==> src/rtl/serial_adder_8bit.sv <==
// Bit-serial unsigned adder: one full adder and one result bit per clock, LSB first.
// Latency: WIDTH+1 edges from the accepting edge to the done pulse.
// Backpressure: none; start is ignored while busy and accepted again in the done cycle.

// Single-bit full adder used as the only arithmetic element of the serial datapath.
// Latency: combinational.
// Backpressure: not applicable.
module full_adder_1bit (
    input  logic x,
    input  logic y,
    input  logic c_in,
    output logic s,
    output logic c_out
);
    assign s     = x ^ y ^ c_in;
    assign c_out = (x & y) | (c_in & (x ^ y));
endmodule

// Serial adder top: shifts operands out LSB first through one full adder.
// Latency: done and sum/c_out valid WIDTH+1 edges after start is accepted.
// Backpressure: start ignored in RUN; accepted in IDLE or DONE (back-to-back capable).
module serial_adder_8bit #(
    parameter int WIDTH = 8
) (
    input  logic             clk,
    input  logic             rst,
    input  logic             start,
    input  logic [WIDTH-1:0] a,
    input  logic [WIDTH-1:0] b,
    input  logic             c_in,
    output logic [WIDTH-1:0] sum,
    output logic             c_out,
    output logic             busy,
    output logic             done
);
    localparam int CW = $clog2(WIDTH + 1);

    typedef enum logic [1:0] {
        ST_IDLE,
        ST_RUN,
        ST_DONE
    } state_t;

    state_t           state_q, state_d;
    logic [WIDTH-1:0] a_sh_q, a_sh_d;
    logic [WIDTH-1:0] b_sh_q, b_sh_d;
    // Holds the WIDTH-1 bits already produced; the final bit joins them at completion.
    logic [WIDTH-2:0] part_q, part_d;
    logic             carry_q, carry_d;
    logic [CW-1:0]    cnt_q, cnt_d;
    logic [WIDTH-1:0] sum_q, sum_d;
    logic             c_out_q, c_out_d;

    logic             fa_s;
    logic             fa_co;
    logic [WIDTH-1:0] part_nxt;

    full_adder_1bit u_fa (
        .x     (a_sh_q[0]),
        .y     (b_sh_q[0]),
        .c_in  (carry_q),
        .s     (fa_s),
        .c_out (fa_co)
    );

    assign part_nxt = {fa_s, part_q};

    always_comb begin
        state_d = state_q;
        a_sh_d  = a_sh_q;
        b_sh_d  = b_sh_q;
        part_d  = part_q;
        carry_d = carry_q;
        cnt_d   = cnt_q;
        sum_d   = sum_q;
        c_out_d = c_out_q;

        case (state_q)
            ST_IDLE, ST_DONE: begin
                if (start) begin
                    a_sh_d  = a;
                    b_sh_d  = b;
                    carry_d = c_in;
                    cnt_d   = '0;
                    state_d = ST_RUN;
                end else begin
                    state_d = ST_IDLE;
                end
            end
            ST_RUN: begin
                a_sh_d  = a_sh_q >> 1;
                b_sh_d  = b_sh_q >> 1;
                part_d  = part_nxt[WIDTH-1:1];
                carry_d = fa_co;
                cnt_d   = cnt_q + CW'(1);
                if (cnt_q == CW'(WIDTH - 1)) begin
                    sum_d   = part_nxt;
                    c_out_d = fa_co;
                    state_d = ST_DONE;
                end
            end
            default: state_d = ST_IDLE;
        endcase
    end

    always_ff @(posedge clk) begin
        if (rst) begin
            state_q <= ST_IDLE;
            a_sh_q  <= '0;
            b_sh_q  <= '0;
            part_q  <= '0;
            carry_q <= 1'b0;
            cnt_q   <= '0;
            sum_q   <= '0;
            c_out_q <= 1'b0;
        end else begin
            state_q <= state_d;
            a_sh_q  <= a_sh_d;
            b_sh_q  <= b_sh_d;
            part_q  <= part_d;
            carry_q <= carry_d;
            cnt_q   <= cnt_d;
            sum_q   <= sum_d;
            c_out_q <= c_out_d;
        end
    end

    assign sum   = sum_q;
    assign c_out = c_out_q;
    assign busy  = (state_q == ST_RUN);
    assign done  = (state_q == ST_DONE);
endmodule

==> config.mk <==
export PLATFORM = sky130hd
export DESIGN_NAME = serial_adder_8bit
export DESIGN_NICKNAME = d
export VERILOG_FILES = /design/src/rtl/serial_adder_8bit.sv
export SDC_FILE = /design/constraint.sdc
export NUM_CORES = 1
export LEC_CHECK = 0
export CAP_MARGIN = 0
export CORE_UTILIZATION = 46
export DETAILED_ROUTE_END_ITERATION = 7
export GPL_ROUTABILITY_DRIVEN = 0
export GPL_TIMING_DRIVEN = 0
export PLACE_DENSITY = 0.71
export SETUP_SLACK_MARGIN = 0.3
export SLEW_MARGIN = 25
export SYNTH_ARGS = -nofsm -noshare
export SYNTH_HDL_FRONTEND = slang
export SYNTH_HIERARCHICAL = 1
export SYNTH_SLANG_ARGS = --single-unit
==> constraint.sdc <==
create_clock -name clk -period 1.7 [get_ports clk]
set_clock_uncertainty 0.15 [all_clocks]
set_input_delay 0.17 -clock clk [delete_from_list [all_inputs] [get_ports clk]]
set_output_delay 0.17 -clock clk [all_outputs]
set_load 0.01 [all_outputs]
# Yosys cells after proc, flatten, opt, wreduce, memory -nomap -nowiden
# Cells that the tools add are included.
# word_totals
reg_bits	39
wordCells	35
output_inout_bits	11
# classes
n_eq_ne	5
bitwise_logic	5
n_reduce_logical	5
n_mux	11
n_addsub	1
# op_table
op	n
one-hot mux 8 bit (2 select lines)	2
two-way mux 8 bit	2
one-hot mux 4 bit (2 select lines)	1
adder 4 x 1 -> 4 bit, second input constant	1
== test 4 x 3 -> 1 bit, second input constant	1
two-way mux 4 bit	1
one-hot mux 2 bit (2 select lines)	1
AND reduction 2 bit	2
AND 1 bit	2
== test 2 x 1 -> 1 bit, second input constant	1
== test 2 bit, second input constant	1
logical NOT 2 bit	1
two-way mux 1 bit	2
two-way mux 2 bit	1
!= test 2 x 1 -> 1 bit, second input constant	1
!= test 2 bit, second input constant	1
one-hot mux 1 bit (2 select lines)	1
nonzero test 2 bit	1
OR reduction 2 bit	1
bitwise XOR 1 bit	2
OR 1 bit	1

# Logic depth before layout (Yosys ltp)
# depth
word_depth	4
mapped_depth	5
mapped_depth_nobuf	4

# By module
# The synthesis kept the hierarchy.
# modules_own_cells
mod	cells_per_inst	seq_area_each_um2	instances	area_each_um2
serial_adder_8bit	176	780.7	1	1687.9
full_adder_1bit	1	0.0	1	20.0

# Worst setup path after synthesis
# OpenSTA, ideal clock, no wires.
# synth_timing
kind	register to register
start	register cnt_q[1]
end	register c_out_q, in the netlist c_out
setup_slack_ns	0.349
arrival_time_ns	1.129
stages_incl_launch_ff	5
n_path_buf	0
path_cell_list	dfxtp_1 > ha_1 > nand3b_1 > nor2_8 > mux2i_1
# synth_via
elab_chain_len	2
# synth_lines
element	line	source
start, declared	50	logic [CW-1:0] cnt_q, cnt_d;
start signal, assigned	122	cnt_q <= cnt_d;
== test 4 x 3 -> 1 bit	96	if (cnt_q == CW'(WIDTH - 1)) begin
AND reduction 2 bit (no source line)	n/a	
end signal, assigned	124	c_out_q <= c_out_d;
end, declared	52	logic c_out_q, c_out_d;
# Every way passes these cells.
# A chain may end at the register's enable or synchronous reset.

# Worst setup path after layout
# layout_timing
start	register cnt_q[1]
end	register sum_q[0], in the netlist sum[0]
# layout_via
elab_chain_len	2
# layout_lines
element	line	source
== test 4 x 3 -> 1 bit	96	
AND reduction 2 bit (no source line)	n/a	
end signal, assigned	123	sum_q <= sum_d;
end, declared	51	logic [WIDTH-1:0] sum_q, sum_d;
# Every way passes these cells.

==> impl_metrics.tcl <==
set metrics [dict create \
    status "finished clean" \
    fin_crit_ns 1.41 \
    syn_nets 199 \
    rsz0062_at_grt "true" \
    ant_nets 0 \
    tightest_slew_ns 0.321 \
    setup_tns_ns 0 \
    hold_path_startpoint "b[7]" \
    rows 21 \
    met2WireLength_mm 2.05 \
    hold_class "in -> reg" \
    nFillCells 273 \
    cts_inserted_buffers 5 \
    leakagePower_nw 0.912 \
    max_slew_margin_pct 78.6 \
    pwr-share-comb_pct 15.5 \
    total_power_mw 2.06 \
    grt_max_degree 14 \
    routed_wirelength_mm 3.86 \
    gr-total-overflow 0 \
    final_net_count 249 \
    power.internal_mw 1.56 \
    cts_tree "done" \
    clock.fmax_mhz 708 \
    syn_avg_cell_area_sq_um 9.65 \
    portBuffers 30 \
    yosys-top-cells-area "dfxtp_1 46%, a21oi_1 7.6%, nand2b_1 7.3%, a22oi_1 6.6%, mux2i_1 5.3%" \
    dp_hpwl_mm 2.39 \
    hold_viol 0 \
    cp_data_required_time_ns 1.79 \
    start_util_pct 49.6 \
    timing.rr.start "cnt_q[1]$_SDFFE_PP0P_" \
    wl_met1_mm 1.63 \
    min_delay_worst_endpoint "b_sh_q[7]$_SDFFE_PP0P_" \
    die_x_um 62.9 \
    final_common_cell "dfxtp_1" \
    worst-r2r-cell-count 5 \
    grt_pass1_wl_mm 6.33 \
    ff_latch_area_sq_um 791 \
    maxCapViolCount 0 \
    grtUsageTotal_pct 20.8 \
    clock-sinks 39 \
    timing.final.crit_share_pct 83.1 \
    syn_to_final_growth_pct 40.6 \
    core-area_sq_um 3440 \
    min_path_cells 3 \
    rrSetupSlack_ns 0.29 \
    wl_met3_um 127 \
    clockPowerShare_pct 37.4 \
    synthArstFlopShare_pct 0 \
    multi_input_area_sq_um 870 \
    antenna_found_initial 0 \
    top_layer_used "met4" \
    avgViaCountPerCell 5.39 \
    syn_inst 177 \
    synthDistinctLibCells 29 \
    ys_dominant_reg_cell "dfxtp_1" \
    root_buffer "clkbuf_8" \
    worst_skew_pair.late_latency_ns 0.30 \
    final_cell_mix "35 x dfxtp_1, 22 x a21oi_1, 20 x nand2b_1, 19 x clkdlybuf4s50_1, 17 x nand2_1" \
    syn_area_sq_um 1710 \
    power.switching_mw 0.507 \
    start_kind "register" \
    grt_pass1_vias 1405 \
    fp.dieH_um 62.9 \
    crit_type "reg -> reg" \
    timing.hold.ws_ns 0.284 \
    cts_max_level 2 \
    reg2reg_to "sum[0]$_SDFFE_PP0P_" \
    seqPwrFrac_pct 47.1 \
    vias 1477 \
    yosys_warnings 6 \
    clock_path_buffers 2 \
    power.density_nw_per_um2 860 \
    wl_per_cell_um 14.1 \
    yosysTopAreaCell "dfxtp_1" \
    synth-seq-area-share_pct 45.7 \
    firstDrtPassIters 4 \
    drv_slew 0 \
    drive_above_1_share_pct 26.8 \
    antennaDiodeCount 0 \
    synth_edf_count 0 \
    final_area_sq_um 2400 \
    peakVddDrop_mv 0.515 \
    die_area_sq_um 3960 \
    yosysTopAreaCellShare_pct 45.7 \
    dpl-instance-area_sq_um 2070 \
    drc 0 \
    swShare_pct 24.5 \
    drtIter0Drc 104 \
    crit_arrival_ns 1.50 \
    yosys_register_bits 39 \
    path_max_fanout 4 \
    setup_viol 0 \
    cp-end-kind "register" \
    path_clk_slew_ns 0.08 \
    io_pins 31 \
]
## final cells by class
type / instances / share of cell area [%]
multi-input combinational: 124 / 36.2
buffer: 14 / 6.41
tap: 46 / 2.40
timing repair buffer: 42 / 17.0
clock buffer: 5 / 2.87
clock inverter: 3 / 1.82
inverter: 1 / 0.365
sequential: 39 / 32.9
## stage by stage
step	setup WS, ns	utilization (%)	instances
floorplan	0.349	-	177
CTS	0.253	65.2	268
global route	0.206	69.8	274
finish	0.287	69.8	274
global placement	0.00800	60.0	253
detailed placement	-0.0146	60.0	253
## worst max-delay path by stage
stage / start / endpoint / slack [ns]
after global placement: state_q[0]$_SDFFE_PP0P_ / busy / 0.008
after global routing: cnt_q[1]$_SDFFE_PP0P_ / c_out$_SDFFE_PP0P_ / 0.21
after detailed placement: state_q[0]$_SDFFE_PP0P_ / busy / -0.01
after CTS: state_q[1]$_SDFFE_PP0P_ / b_sh_q[5]$_SDFFE_PP0P_ / 0.25
after floorplan: cnt_q[1]$_SDFFE_PP0P_ / c_out$_SDFFE_PP0P_ / 0.35
final: cnt_q[1]$_SDFFE_PP0P_ / sum[0]$_SDFFE_PP0P_ / 0.29
## logic make-up (layout without fill, tap and decap cells)
group                      after synthesis  in the layout  share of synthesized area (%)
and+or+nand+nor                         66             67                           22.3
AOI/OAI and AO/OA                       44             44                           16.0
DFF                                     39             39                           45.7
buffers and inverters                   15             65                           7.33
muxes                                   11             11                           6.81
adders and majority gates                2              2                           1.90
## synth_stat cells (2+ instances only)
cell	instances
nand3_1	16
clkbuf_1	2
nand3_2	3
nand2b_1	20
a22oi_1	15
nor2_1	2
a21oi_1	26
nand2_1	17
buf_4	2
buf_6	5
buf_2	4
a21oi_2	2
dfxtp_1	39
mux2i_1	9
## worst max-delay path, cell delays in order (launching register included)
cell and delay, ns:
dfxtp_4 0.37, ha_4 0.13, nand3b_1 0.14, buf_4 0.18, nor2_4 0.18, mux2i_1 0.20
## power by group through the flow
stage	registers, mW	clock network, mW	logic [mW]
2_1_floorplan	0.987	0	0.165
5_1_grt	0.977	0.834	0.347
3_3_place_gp	0.990	0	0.243
6_report	0.972	0.771	0.321
3_5_place_dp	0.992	0	0.249
4_1_cts	0.972	0.782	0.266
## metal layers
layer,GRT usage [%],vias to the layer above
met5,0,-
met4,9.59,0
met3,4.56,6
met2,37.8,34
met1,22.7,715
li1,-,722
## flip-flops by register name (all words and copies together), names as in the netlist
| name | cells |
|---|---|
| part_q | 7 |
| state_q | 2 |
| sum | 8 |
| a_sh_q | 8 |
| carry_q | 1 |
| c_out | 1 |
| b_sh_q | 8 |
| cnt_q | 4 |
## repair_timing
action,in CTS,in global routing
setup endpoints to repair,20,33
gates cloned,1,1
gates resized for setup,24,27
pin swaps,1,6
hold buffers,0,0
setup buffers,6,5
No activity file was read; power rests on OpenSTA's default activity.
